### src/rtl/matrix_pkg.sv
// Shared definitions for blocks that exchange the N x N result matrix over the ALU's parallel bus.
// Latency: n/a (constants, types and a combinational helper only).
// Backpressure: n/a.
//
// Contents:
//   N, W        default matrix dimension and element width
//   MAT_BITS    width of the flattened matrix bus, element (r,c) at [W*(r*N+c) +: W]
//   IDX_W       width of a flat element index
//   IDLE/SEND/TRAIL  serializer FSM encodings
//   frame_t     matrix plus overflow flag, as captured from the ALU
//   elem()      element select from a flattened matrix
package matrix_pkg;

  localparam int N        = 5;
  localparam int W        = 8;
  localparam int MAT_BITS = N * N * W;
  localparam int IDX_W    = $clog2(N * N);

  // FSM encodings kept as plain constants so older blocks can compare raw state bits.
  localparam logic [1:0] IDLE  = 2'd0;
  localparam logic [1:0] SEND  = 2'd1;
  localparam logic [1:0] TRAIL = 2'd2;

  typedef struct packed {
    logic                ovf;
    logic [MAT_BITS-1:0] mat;
  } frame_t;

  // Row-major flat layout: element (r,c) lives at bit offset W*(r*N+c).
  function automatic logic [W-1:0] elem(input logic [MAT_BITS-1:0] mat,
                                        input int                  r,
                                        input int                  c);
    return mat[W*(r*N+c) +: W];
  endfunction

endpackage

### src/rtl/order_counter.sv
// Row/column walk over an N x N matrix producing the flat element index in send order.
// Latency: flat/wrap are combinational from the counter registers; they advance one step per inc.
// Backpressure: holds its position whenever inc is low, so the caller stalls it simply by not incrementing.
//
// Ports:
//   clk    in   clock, all state on posedge
//   rst    in   synchronous active-high reset, returns to element (0,0)
//   clear  in   synchronous return to element (0,0)
//   inc    in   advance to the next element; from the last element it returns to (0,0)
//   flat   out  r*N+c of the current element
//   wrap   out  current element is the last one in send order
module order_counter #(
  parameter int N         = 5,
  parameter bit COL_MAJOR = 1'b0,
  parameter int IDX_W     = $clog2(N * N)
) (
  input  logic             clk,
  input  logic             rst,
  input  logic             clear,
  input  logic             inc,
  output logic [IDX_W-1:0] flat,
  output logic             wrap
);

  localparam int              RC_W    = (N > 1) ? $clog2(N) : 1;
  localparam logic [RC_W-1:0] RC_MAX  = RC_W'(N - 1);
  localparam logic [IDX_W-1:0] IDX_MAX = IDX_W'(N * N - 1);

  logic [RC_W-1:0]  row;
  logic [RC_W-1:0]  col;
  // Sequence position in send order; only used to detect the final element.
  logic [IDX_W-1:0] idx;

  always_ff @(posedge clk) begin
    if (rst || clear) begin
      row <= '0;
      col <= '0;
      idx <= '0;
    end else if (inc) begin
      if (wrap) begin
        // No wrap past the last element: the walk restarts from (0,0).
        row <= '0;
        col <= '0;
        idx <= '0;
      end else begin
        idx <= idx + 1'b1;
        if (COL_MAJOR) begin
          // Rows are the inner loop.
          if (row == RC_MAX) begin
            row <= '0;
            col <= col + 1'b1;
          end else begin
            row <= row + 1'b1;
          end
        end else begin
          // Columns are the inner loop.
          if (col == RC_MAX) begin
            col <= '0;
            row <= row + 1'b1;
          end else begin
            col <= col + 1'b1;
          end
        end
      end
    end
  end

  // Constant multiply by N; the column-major order never needs a divide.
  assign flat = IDX_W'(row) * IDX_W'(N) + IDX_W'(col);
  assign wrap = (idx == IDX_MAX);

endmodule

### src/rtl/matrix_serializer.sv
// Captures one N x N result matrix plus overflow flag and streams it out one element per transfer.
// Latency: first byte valid the cycle after start; N*N+TRAILER cycles per frame with ready held high.
// Backpressure: valid/ready; while valid && !ready the byte, last and position all hold.
//
// Ports:
//   clk          in   clock, all state on posedge
//   rst          in   synchronous active-high reset; aborts a frame in flight without a done pulse
//   start        in   capture request, accepted only while idle
//   mat_in       in   N*N*W matrix, element (r,c) at [W*(r*N+c) +: W]
//   overflow_in  in   overflow flag captured together with mat_in
//   data_out     out  current element, or trailer byte {0..0, overflow}
//   data_valid   out  data_out holds a byte to transfer
//   data_ready   in   sink accepts the byte when data_valid && data_ready
//   last         out  marks the final byte of the frame
//   busy         out  frame in flight
//   done         out  one-cycle pulse in the first idle cycle after the final transfer
module matrix_serializer #(
  parameter int N         = 5,
  parameter int W         = 8,
  parameter bit COL_MAJOR = 1'b0,
  parameter bit TRAILER   = 1'b1
) (
  input  logic             clk,
  input  logic             rst,
  input  logic             start,
  input  logic [N*N*W-1:0] mat_in,
  input  logic             overflow_in,
  output logic [W-1:0]     data_out,
  output logic             data_valid,
  input  logic             data_ready,
  output logic             last,
  output logic             busy,
  output logic             done
);

  import matrix_pkg::*;

  localparam int MB  = N * N * W;
  localparam int IXW = $clog2(N * N);

  logic [1:0]     state;
  logic [MB-1:0]  shadow_mat;
  logic           shadow_ovf;
  logic           done_r;

  logic           xfer;
  logic           cnt_inc;
  logic           cnt_clear;
  logic [IXW-1:0] flat;
  logic           wrap;

  assign xfer = data_valid && data_ready;

  // The counter advances only on an accepted element; stepping off the last
  // element returns it to zero, so it is already parked for the next frame.
  assign cnt_inc   = (state == SEND) && xfer;
  assign cnt_clear = (state == IDLE);

  order_counter #(
    .N         (N),
    .COL_MAJOR (COL_MAJOR),
    .IDX_W     (IXW)
  ) u_order (
    .clk   (clk),
    .rst   (rst),
    .clear (cnt_clear),
    .inc   (cnt_inc),
    .flat  (flat),
    .wrap  (wrap)
  );

  // Outputs are decoded from registered state and shadow data only, so they
  // are stable across a stall by construction.
  always_comb begin
    data_out   = '0;
    data_valid = 1'b0;
    last       = 1'b0;
    busy       = 1'b0;
    case (state)
      SEND: begin
        data_valid = 1'b1;
        busy       = 1'b1;
        data_out   = shadow_mat[W*flat +: W];
        last       = wrap && !TRAILER;
      end
      TRAIL: begin
        data_valid = 1'b1;
        busy       = 1'b1;
        data_out   = {{(W-1){1'b0}}, shadow_ovf};
        last       = 1'b1;
      end
      default: begin
      end
    endcase
  end

  always_ff @(posedge clk) begin
    if (rst) begin
      state      <= IDLE;
      shadow_mat <= '0;
      shadow_ovf <= 1'b0;
      done_r     <= 1'b0;
    end else begin
      done_r <= 1'b0;
      case (state)
        IDLE: begin
          // Also covers the done cycle, which gives back-to-back frames.
          if (start) begin
            shadow_mat <= mat_in;
            shadow_ovf <= overflow_in;
            state      <= SEND;
          end
        end
        SEND: begin
          if (xfer && wrap) begin
            if (TRAILER) begin
              state <= TRAIL;
            end else begin
              state  <= IDLE;
              done_r <= 1'b1;
            end
          end
        end
        TRAIL: begin
          if (xfer) begin
            state  <= IDLE;
            done_r <= 1'b1;
          end
        end
        default: state <= IDLE;
      endcase
    end
  end

  assign done = done_r;

endmodule
### config.mk
export PLATFORM = sky130hd
export DESIGN_NAME = matrix_serializer
export DESIGN_NICKNAME = d
export VERILOG_FILES = /design/src/rtl/matrix_pkg.sv /design/src/rtl/order_counter.sv /design/src/rtl/matrix_serializer.sv
export SDC_FILE = /design/constraint.sdc
export NUM_CORES = 1
export LEC_CHECK = 0
export ABC_CLOCK_PERIOD_IN_PS = 4200
export CAP_MARGIN = 30
export CORE_MARGIN = 5
export CORE_UTILIZATION = 64
export CTS_BUF_LIST = sky130_fd_sc_hd__clkbuf_2 sky130_fd_sc_hd__clkbuf_4 sky130_fd_sc_hd__clkbuf_8
export DETAILED_ROUTE_END_ITERATION = 8
export DONT_BUFFER_PORTS = 1
export GPL_TIMING_DRIVEN = 0
export PLACE_DENSITY = 0.79
export RECOVER_POWER = 25
export SYNTH_ARGS = -nofsm -noshare
export SYNTH_HDL_FRONTEND = slang
export SYNTH_SLANG_ARGS = --single-unit
### constraint.sdc
create_clock -name clk -period 4.2 [get_ports clk]
set_input_delay 0.84 -clock clk [delete_from_list [all_inputs] [get_ports clk]]
set_output_delay 0.84 -clock clk [all_outputs]
set_load 0.03 [all_outputs]
# ---- Yosys cells after proc, flatten, opt, wreduce, memory -nomap -nowiden
# Cells that the tools add are included.
dict set report totals {
  regBits 215
  input_bits 205
  output_inout_bits 12
  word_cells 45
}
dict set report classes {
  add_sub_neg 4
  multipliers 1
  n_eq_ne 7
  n_shift 1
  muxes 13
  bitwise_logic 1
  reduce_logical 11
}
# op n
set ops {}
lappend ops {{200-bit by 9-bit variable part select with 8-bit output} 1}
lappend ops {{8-bit case mux with 2 select lines} 1}
lappend ops {{3-bit 2-to-1 mux} 4}
lappend ops {{3-bit by 1-bit adder with 3-bit output (second input constant)} 2}
lappend ops {{2-bit 2-to-1 mux} 3}
lappend ops {{2-bit case mux with 3 select lines} 1}
lappend ops {{5-bit by 1-bit adder with 5-bit output (second input constant)} 1}
lappend ops {{5-bit by 3-bit adder with 5-bit output} 1}
lappend ops {{5-bit == test (second input constant)} 1}
lappend ops {{3-bit by 3-bit multiplier with 5-bit output (second input constant)} 1}
lappend ops {{5-bit 2-to-1 mux} 1}
lappend ops {{2-bit != test (second input constant)} 2}
lappend ops {{2-bit AND reduction} 2}
lappend ops {{2-bit OR reduction} 2}
lappend ops {{3-bit == test (second input constant)} 1}
lappend ops {{1-bit logical AND} 3}
lappend ops {{1-bit 2-to-1 mux} 3}
lappend ops {{3-bit AND reduction} 1}
lappend ops {{2-bit by 1-bit == test with 1-bit output (second input constant)} 1}
lappend ops {{2-bit == test (second input constant)} 1}
lappend ops {{2-bit zero test} 1}
lappend ops {{2-bit by 1-bit != test with 1-bit output (second input constant)} 1}
lappend ops {{2-bit nonzero test} 1}
lappend ops {{1-bit logical OR} 1}
lappend ops {{1-bit inverter} 1}

# ---- Depth between registers and ports, before layout
# Gate-level depths: netlist of the first run.
dict set report logic_depth {
  ltp_word 7
  mapped_depth 10
  mapped_depth_nobuf 9
}

# ---- Cells and area by module
# From an unflattened synthesis of the first run, not the netlist that was laid out.
dict set report hier_totals {
  cells_unflattened 1133
  area_unflattened_um2 9613.0
}
# module instances cells_each area_per_inst_um2 seq_area_each_um2
set modules_own_cells {}
lappend modules_own_cells {matrix_serializer 1 1044 8826.0 4083.9}
lappend modules_own_cells {order_counter 1 89 787.0 220.2}

# ---- Worst setup path before layout of the first run
# Ideal clock, no wire load.
dict set report synth_timing {
  path_kind {flip-flop to output port}
  from {register u_order.row[0]}
  to {output data_out[1]}
  arrival_ps 3220
  required_time_ps 3360
  slack_ps 140
  stages_incl_launch_ff 11
  path_buffers 1
  path_cell_list {dfxtp_1 ha_1 ha_1 inv_1 fa_1 buf_2 nor2b_1 a22o_1 nor4_1 a211oi_1 nor4_1}
}
dict set report synth_between {
  elab_chain_len 4
}
# element line_no
set synth_rtl {}
lappend synth_rtl {{start: declaration} order_counter.sv:29} ;# logic [RC_W-1:0] row;
lappend synth_rtl {{start signal: assignment} order_counter.sv:53} ;# row <= row + 1'b1;
lappend synth_rtl {{start signal: assignment} order_counter.sv:59} ;# row <= row + 1'b1;
lappend synth_rtl {{3-bit by 3-bit multiplier with 5-bit output} order_counter.sv:69} ;# assign flat = IDX_W'(row) * IDX_W'(N) + IDX_W'(col);
lappend synth_rtl {{5-bit by 3-bit adder with 5-bit output} order_counter.sv:69}
lappend synth_rtl {{200-bit by 9-bit variable part select with 8-bit output} matrix_serializer.sv:83} ;# data_out = shadow_mat[W*flat +: W];
lappend synth_rtl {{8-bit case mux with 2 select lines} matrix_serializer.sv:79} ;# case (state)
lappend synth_rtl {{end: declaration} matrix_serializer.sv:28} ;# output logic [W-1:0] data_out,
# Every way passes these cells.

# ---- Worst setup path after layout of the first run
dict set report layout_timing {
  from {register u_order.row[2]}
  to {output data_out[0]}
}
# Same word-level chain as after synthesis.

==> results of run 1 <==
cell families (layout without fill, tap and decap cells):
logic type                 Yosys count  after routing  share of synthesized area (%)
xor gates and xnor gates            10             10                           1.08
muxes                               50             50                           9.60
AOI/OAI and AO/OA                  252            252                           14.8
and+or+nand+nor                    511            511                           22.2
buffers and inverters              106            172                           4.83
adders and majority gates           17             17                           2.31
DFF                                215            215                           45.2
worst register-to-register path: cells and delay by family, from the launching register on:
family          cells  cell delay (ns)
compound gates      1             0.15
fa+ha+maj           1             0.15
buf+inv             4             1.44
flops               1             0.32
simple gates        2             0.52
worst paths after layout:
check,endpoint,start,cells after the start
worst max-delay path,data_out[0],u_order.row[2],10
worst max register to register,shadow_mat[192],state[1],8
worst min-delay path,shadow_mat[189],mat_in[189],2
worst min register to register,shadow_mat[138],shadow_mat[138],2
Yosys cell counts, types with 5 or more instances:
library cell	instances	area [um^2]
a22o_1	6	52.6
nor4_1	16	100
buf_1	9	33.8
nor2b_1	18	113
and2_1	7	43.8
clkbuf_1	66	248
nand3_1	5	25.0
dfxtp_1	215	4300
mux4_2	33	743
nor3_1	5	25.0
buf_4	6	45.0
a2111oi_0	15	131
nor2_1	9	33.8
a21oi_1	208	1040
mux2i_1	16	160
ha_1	16	200
a211oi_1	13	97.6
buf_2	8	40.0
nand2_1	433	1630
and4_1	7	61.3
inv_1	13	48.8
sequential cells by signal, summed over array words and instances, names as in the netlist:
signal / cells
shadow_ovf: 1
u_order.row: 3
done: 1
shadow_mat: 200
state: 2
u_order.col: 3
u_order.idx: 5
cell type report:
| type | instances | area share (%) |
|---|---|---|
| multi-input combinational | 840 | 46.9 |
| inverter | 13 | 0.444 |
| tap | 184 | 2.10 |
| timing repair buffer | 8 | 0.763 |
| sequential | 215 | 39.3 |
| clock inverter | 5 | 0.501 |
| buffer | 92 | 3.89 |
| clock buffer | 54 | 6.14 |
routing by layer:
layer  wire length (um)  vias up  GRT usage, %  part of all wire, %
met5                  0        -             0                    0
met2              13400      438          50.5                   47
met4               1050        0          11.2                  3.6
met1              11100     4000          41.7                   39
met3               3180       76          9.58                   11
li1                   -     4027             -                    -
repair_timing:
action,CTS,global route
gates cloned,1,0
pin swaps,28,9
setup endpoints to repair,8,8
buffers inserted,5,2
gates resized for setup,74,12
power groups by stage:
stage	registers, W	clock network [W]	logic (W)
after floorplan	0.00229	0	0.000435
after global placement	0.00231	0	0.000565
after detailed placement	0.00232	0	0.000581
after CTS	0.00228	0.00191	0.000601
after global routing	0.00230	0.00201	0.000681
final	0.00228	0.00191	0.000612
per-stage QoR:
| stage | setup slack (ns) | util, % |
|---|---|---|
| final | -0.0685 | 75.3 |
| after global routing | -0.121 | 75.3 |
| after CTS | -0.0376 | 74.7 |
| after detailed placement | -0.273 | 67.2 |
| after global placement | -0.648 | 66.9 |
| after floorplan | 0.140 | - |
==> results.toml, run 1 <==
[yosys]
synth-edff-count = 0
synthesis.nets = 1383
synth_cell_types = 46
seq_area_frac_synth_pct = 45.2
ys_ff_latch = 215
synth_warnings = 0
synth.avg_cell_area_um2 = 8.20
synthArstFlopShare_pct = 0
synth.cell_area_um2 = 9530
synth_ff_type = "dfxtp_1"
synthCells = 1161

[sta]
final_hold_viol_count = 0
fin_skew_ns = 0.0236
whs_ns = 0.432
fin_ws_ns = -0.0685
tns_ns = -0.221
rsz0062_at_grt = "yes"
max_freq_ghz = 0.234
slew_headroom_pct = 46.7
finalCritPeriodShare_pct = 102
final-setup-viol-count = 5
worst_slew_pin_slew_ns = 0.797
drv_slew = 0
fin_crit_ns = 4.27

[grt]
track_usage_pct = 31.9
grt_pass1_wl_mm = 44.4
grt_antenna_before_repair = 0
grt_max_degree = 11
first_global_vias = 8327
gr-total-overflow = 0

[clock_network]
clkLatencyLatePin_ns = 0.54
tritoncts = "yes"
ctsHoldBuffers = 0
cts-root-buf = "clkbuf_8"
cts.sinks = 215
path_clk_slew_ns = 0.07
cts_made_buffers = 36
cts_buffer_depth = 3
htree_levels = 2

[finish]
multi_input_area_um2 = 5150
diodes = 0
drive_gt1_share_pct = 13.9
area_growth_pct = 15.3
nets = 1428
final_cell_mix = "nand2_1, dfxtp_1, a21oi_1"
final_common_cell = "nand2_1"
fillCellCount = 1115
ff_latch_area_um2 = 4310
finalNonFillerCells = 1411
design_area_um2 = 11000

[power_and_ir_drop]
total_power_w = 0.00481
seqPwrFrac_pct = 47.5
ir_worst_vdd_mv = 0.337
combPwrFrac_pct = 12.7
leakagePower_nw = 3.96
p_switching_w = 0.00133
switching_share_pct = 27.6
clockPowerShare_pct = 39.7
p_per_area_nw_per_um2 = 438
intPower_w = 0.00348

[run]
cap_violations = 0

[status]
status = "finished with violations"
violations = "negative setup slack"

[drt]
post_drt_wl_per_cell_um = 20.4
vias = 8541
drt_wl_total_mm = 28.7
vias_per_cell = 6.05
remaining_drc_errors = 0
antenna_left = 0
drt_iter0_markers = 786
drtPass1Iterations = 5

[worst_hold_path]
min_path_type = "in2reg"

[floorplanning]
die-area_um2 = 17400
die_h_um = 132
core.rowCount = 44
coreArea_um2 = 14600
pin_count = 217
die_w_um = 132
initial_core_util_pct = 65.3

[placed_design]
io_buffers = 0
gp_congestion = 0.949
dp_hpwl_mm = 20.7
dp_cells = 1345
dpl-instance-area_um2 = 9800

[worst_setup_path]
worst_ep_arrival_time_ns = 3.43
critical_path_class = "reg2out"
max_stage_delay_ns = 0.64
worst-path-buf-inv = 2
cp_max_fo = 5
worstPathCellList = "ha_4, ha_4, inv_2, fa_2, buf_6, mux2_4, nor3b_2, nor4_4, a2111oi_4, nor4b_4"
reg2reg_slack_ns = 1.56
crit_path_frequent_cell = "ha_4"
cp_top_family = "adder cells"
slowest_stage = "fa_2"
crit_path_end_kind = "output port"
required_ns = 3.36
start_kind = "flop"
Note: power is estimated with default switching activity, not from simulation.
==> run 2, diff against run 1 <==
--- a/config.mk
+++ b/config.mk
@@ -7,13 +7,14 @@
 export LEC_CHECK = 0
 export ABC_CLOCK_PERIOD_IN_PS = 4200
 export CAP_MARGIN = 30
+export CORE_ASPECT_RATIO = 0.8
 export CORE_MARGIN = 5
-export CORE_UTILIZATION = 64
+export CORE_UTILIZATION = 60
 export CTS_BUF_LIST = sky130_fd_sc_hd__clkbuf_2 sky130_fd_sc_hd__clkbuf_4 sky130_fd_sc_hd__clkbuf_8
 export DETAILED_ROUTE_END_ITERATION = 8
 export DONT_BUFFER_PORTS = 1
 export GPL_TIMING_DRIVEN = 0
-export PLACE_DENSITY = 0.79
+export PLACE_DENSITY = 0.75
 export RECOVER_POWER = 25
 export SYNTH_ARGS = -nofsm -noshare
 export SYNTH_HDL_FRONTEND = slang
==> run 2 against run 1 <==
Net effect:
- non-clock buffer count increased by 4
- clock skew decreased by 0.013 ns
- critical endpoint unchanged
- clock power about the same
- the flow still finishes with violations (negative setup slack)
- combinational power increased by 1%
- cell area increased by 1.2%
- power decreased by 0.14%
- hold slack improved by 0.020 ns
==> results.toml, run 2 (synthesis results as in run 1) <==
[sta]
rsz0062_at_grt = "yes"
finalCritPeriodShare_pct = 102
max_freq_ghz = 0.233
whs_ns = 0.452
final-setup-viol-count = 6
fin_skew_ns = 0.0105
final_hold_viol_count = 0
slew_headroom_pct = 44.2
worst_slew_pin_slew_ns = 0.816
drv_slew = 0
fin_ws_ns = -0.0853
fin_crit_ns = 4.29

[clock_network]
cts.sinks = 215
clkLatencyLatePin_ns = 0.50
cts_made_buffers = 34
htree_levels = 2
path_clk_slew_ns = 0.06
cts_buffer_depth = 3
cts-root-buf = "clkbuf_8"
tritoncts = "yes"

[grt]
grt_max_degree = 11
track_usage_pct = 30.7
grt_antenna_before_repair = 0
first_global_vias = 8184
gr-total-overflow = 0
grt_pass1_wl_mm = 44.0

[placed_design]
gp_congestion = 0.975
dp_slack_ns = -0.154
io_buffers = 0
dp_hpwl_mm = 21.2

[power_and_ir_drop]
ir_worst_vdd_mv = 0.331
leakagePower_nw = 4.01
p_per_area_nw_per_um2 = 432

[floorplanning]
initial_core_util_pct = 60.7
coreArea_um2 = 15700
pin_count = 217
die_h_um = 123
core.rowCount = 41
die-area_um2 = 18500
die_w_um = 151

[worst_setup_path]
crit_path_frequent_cell = "ha_4"
cp_max_fo = 6
reg2reg_slack_ns = 1.39
max_stage_delay_ns = 0.68
critical_path_class = "reg2out"
worst-path-buf-inv = 2
slowest_stage = "fa_2"
required_ns = 3.36
cp_top_family = "adder cells"
worstPathCellList = "ha_4, ha_4, inv_2, fa_2, buf_6, mux2_4, nor3b_2, nor4_2, a2111oi_2, nor4b_4"
start_kind = "flop"
worst_ep_arrival_time_ns = 3.45
crit_path_end_kind = "output port"

[finish]
largest_reg_flops = 200
final_cell_mix = "nand2_1, dfxtp_1, a21oi_1"
nets = 1430
area_growth_pct = 16.6
drive_gt1_share_pct = 14.7
final_common_cell = "nand2_1"
fillCellCount = 1255
top_regs = "shadow_mat (200), u_order.idx (5)"
top_register = "shadow_mat"
diodes = 0

[drt]
drt_iter0_markers = 724
antenna_left = 0
drtPass1Iterations = 7
post_drt_wl_per_cell_um = 20.0
vias = 8493
vias_per_cell = 5.87
remaining_drc_errors = 0
drt_wl_total_mm = 29.0

[status]
status = "finished with violations"
violations = "negative setup slack"

[run]
cap_violations = 0

[worst_hold_path]
min_path_type = "reg2reg"
-- run 2: timing repair --
item | 4_1_cts | 5_1_grt
hold buffers | 0 | 0
pin swaps | 19 | 13
buffers inserted | 6 | 1
gates resized for setup | 85 | 11
setup endpoints to repair | 8 | 8
cloned | 1 | 0
-- run 2: metal layers --
metal  wire, um  share of wire, %  vias to the layer above  GRT usage [%]
met2      12600                44                      401           45.5
li1           -                 -                     4031              -
met1      12300                42                     3994           43.3
met5          0                 0                        -              0
met4        879               3.0                        0           10.4
met3       3140                11                       67           8.97
-- run 2: where the power goes --
group / internal [W] / switching (W) / leakage (nW)
Sequential: 0.00219 / 0.0000919 / 1.77
Combinational: 0.000206 / 0.000414 / 1.85
Clock: 0.00108 / 0.000813 / 0.394
-- run 2: path summary, 6_finish.rpt --
path,endpoint,from,cells after the start
max reg2reg,shadow_mat[193],state[1],8
min,shadow_mat[143],shadow_mat[143],2
min reg2reg,shadow_mat[143],shadow_mat[143],2
max,data_out[0],u_order.row[2],10
-- run 2: cell type report --
class                      count  area (um^2)  area share [%]
multi-input combinational    840         5190            46.8
sequential                   215         4310            38.8
clock buffer                  56          721            6.49
buffer                        92          430            3.88
tap                          215          269            2.42
timing repair buffer          12          115            1.04
inverter                      13         48.8           0.439
clock inverter                 3         15.0           0.135
-- run 2: tightest hold or removal path: cells and delay by family (launching register included) --
kind	cells	cell delay (ns)
AND/OR/NAND/NOR	1	0.05
flip-flops	1	0.30
AO/OA/AOI/OAI	1	0.06
-- run 2: stage by stage --
stage	TNS, ns	total power, W	instances	utilization (%)	cell area, um^2
6_report	-0.233	0.00480	1446	70.8	11100
5_1_grt	-0.726	0.00500	1446	70.8	11100
4_1_cts	-0.286	0.00480	1445	70.4	11000
3_5_place_dp	-0.655	0.00291	1380	62.6	9830
3_3_place_gp	-4.18	0.00289	1376	62.4	9790
2_1_floorplan	0	0.00273	1161	-	9530
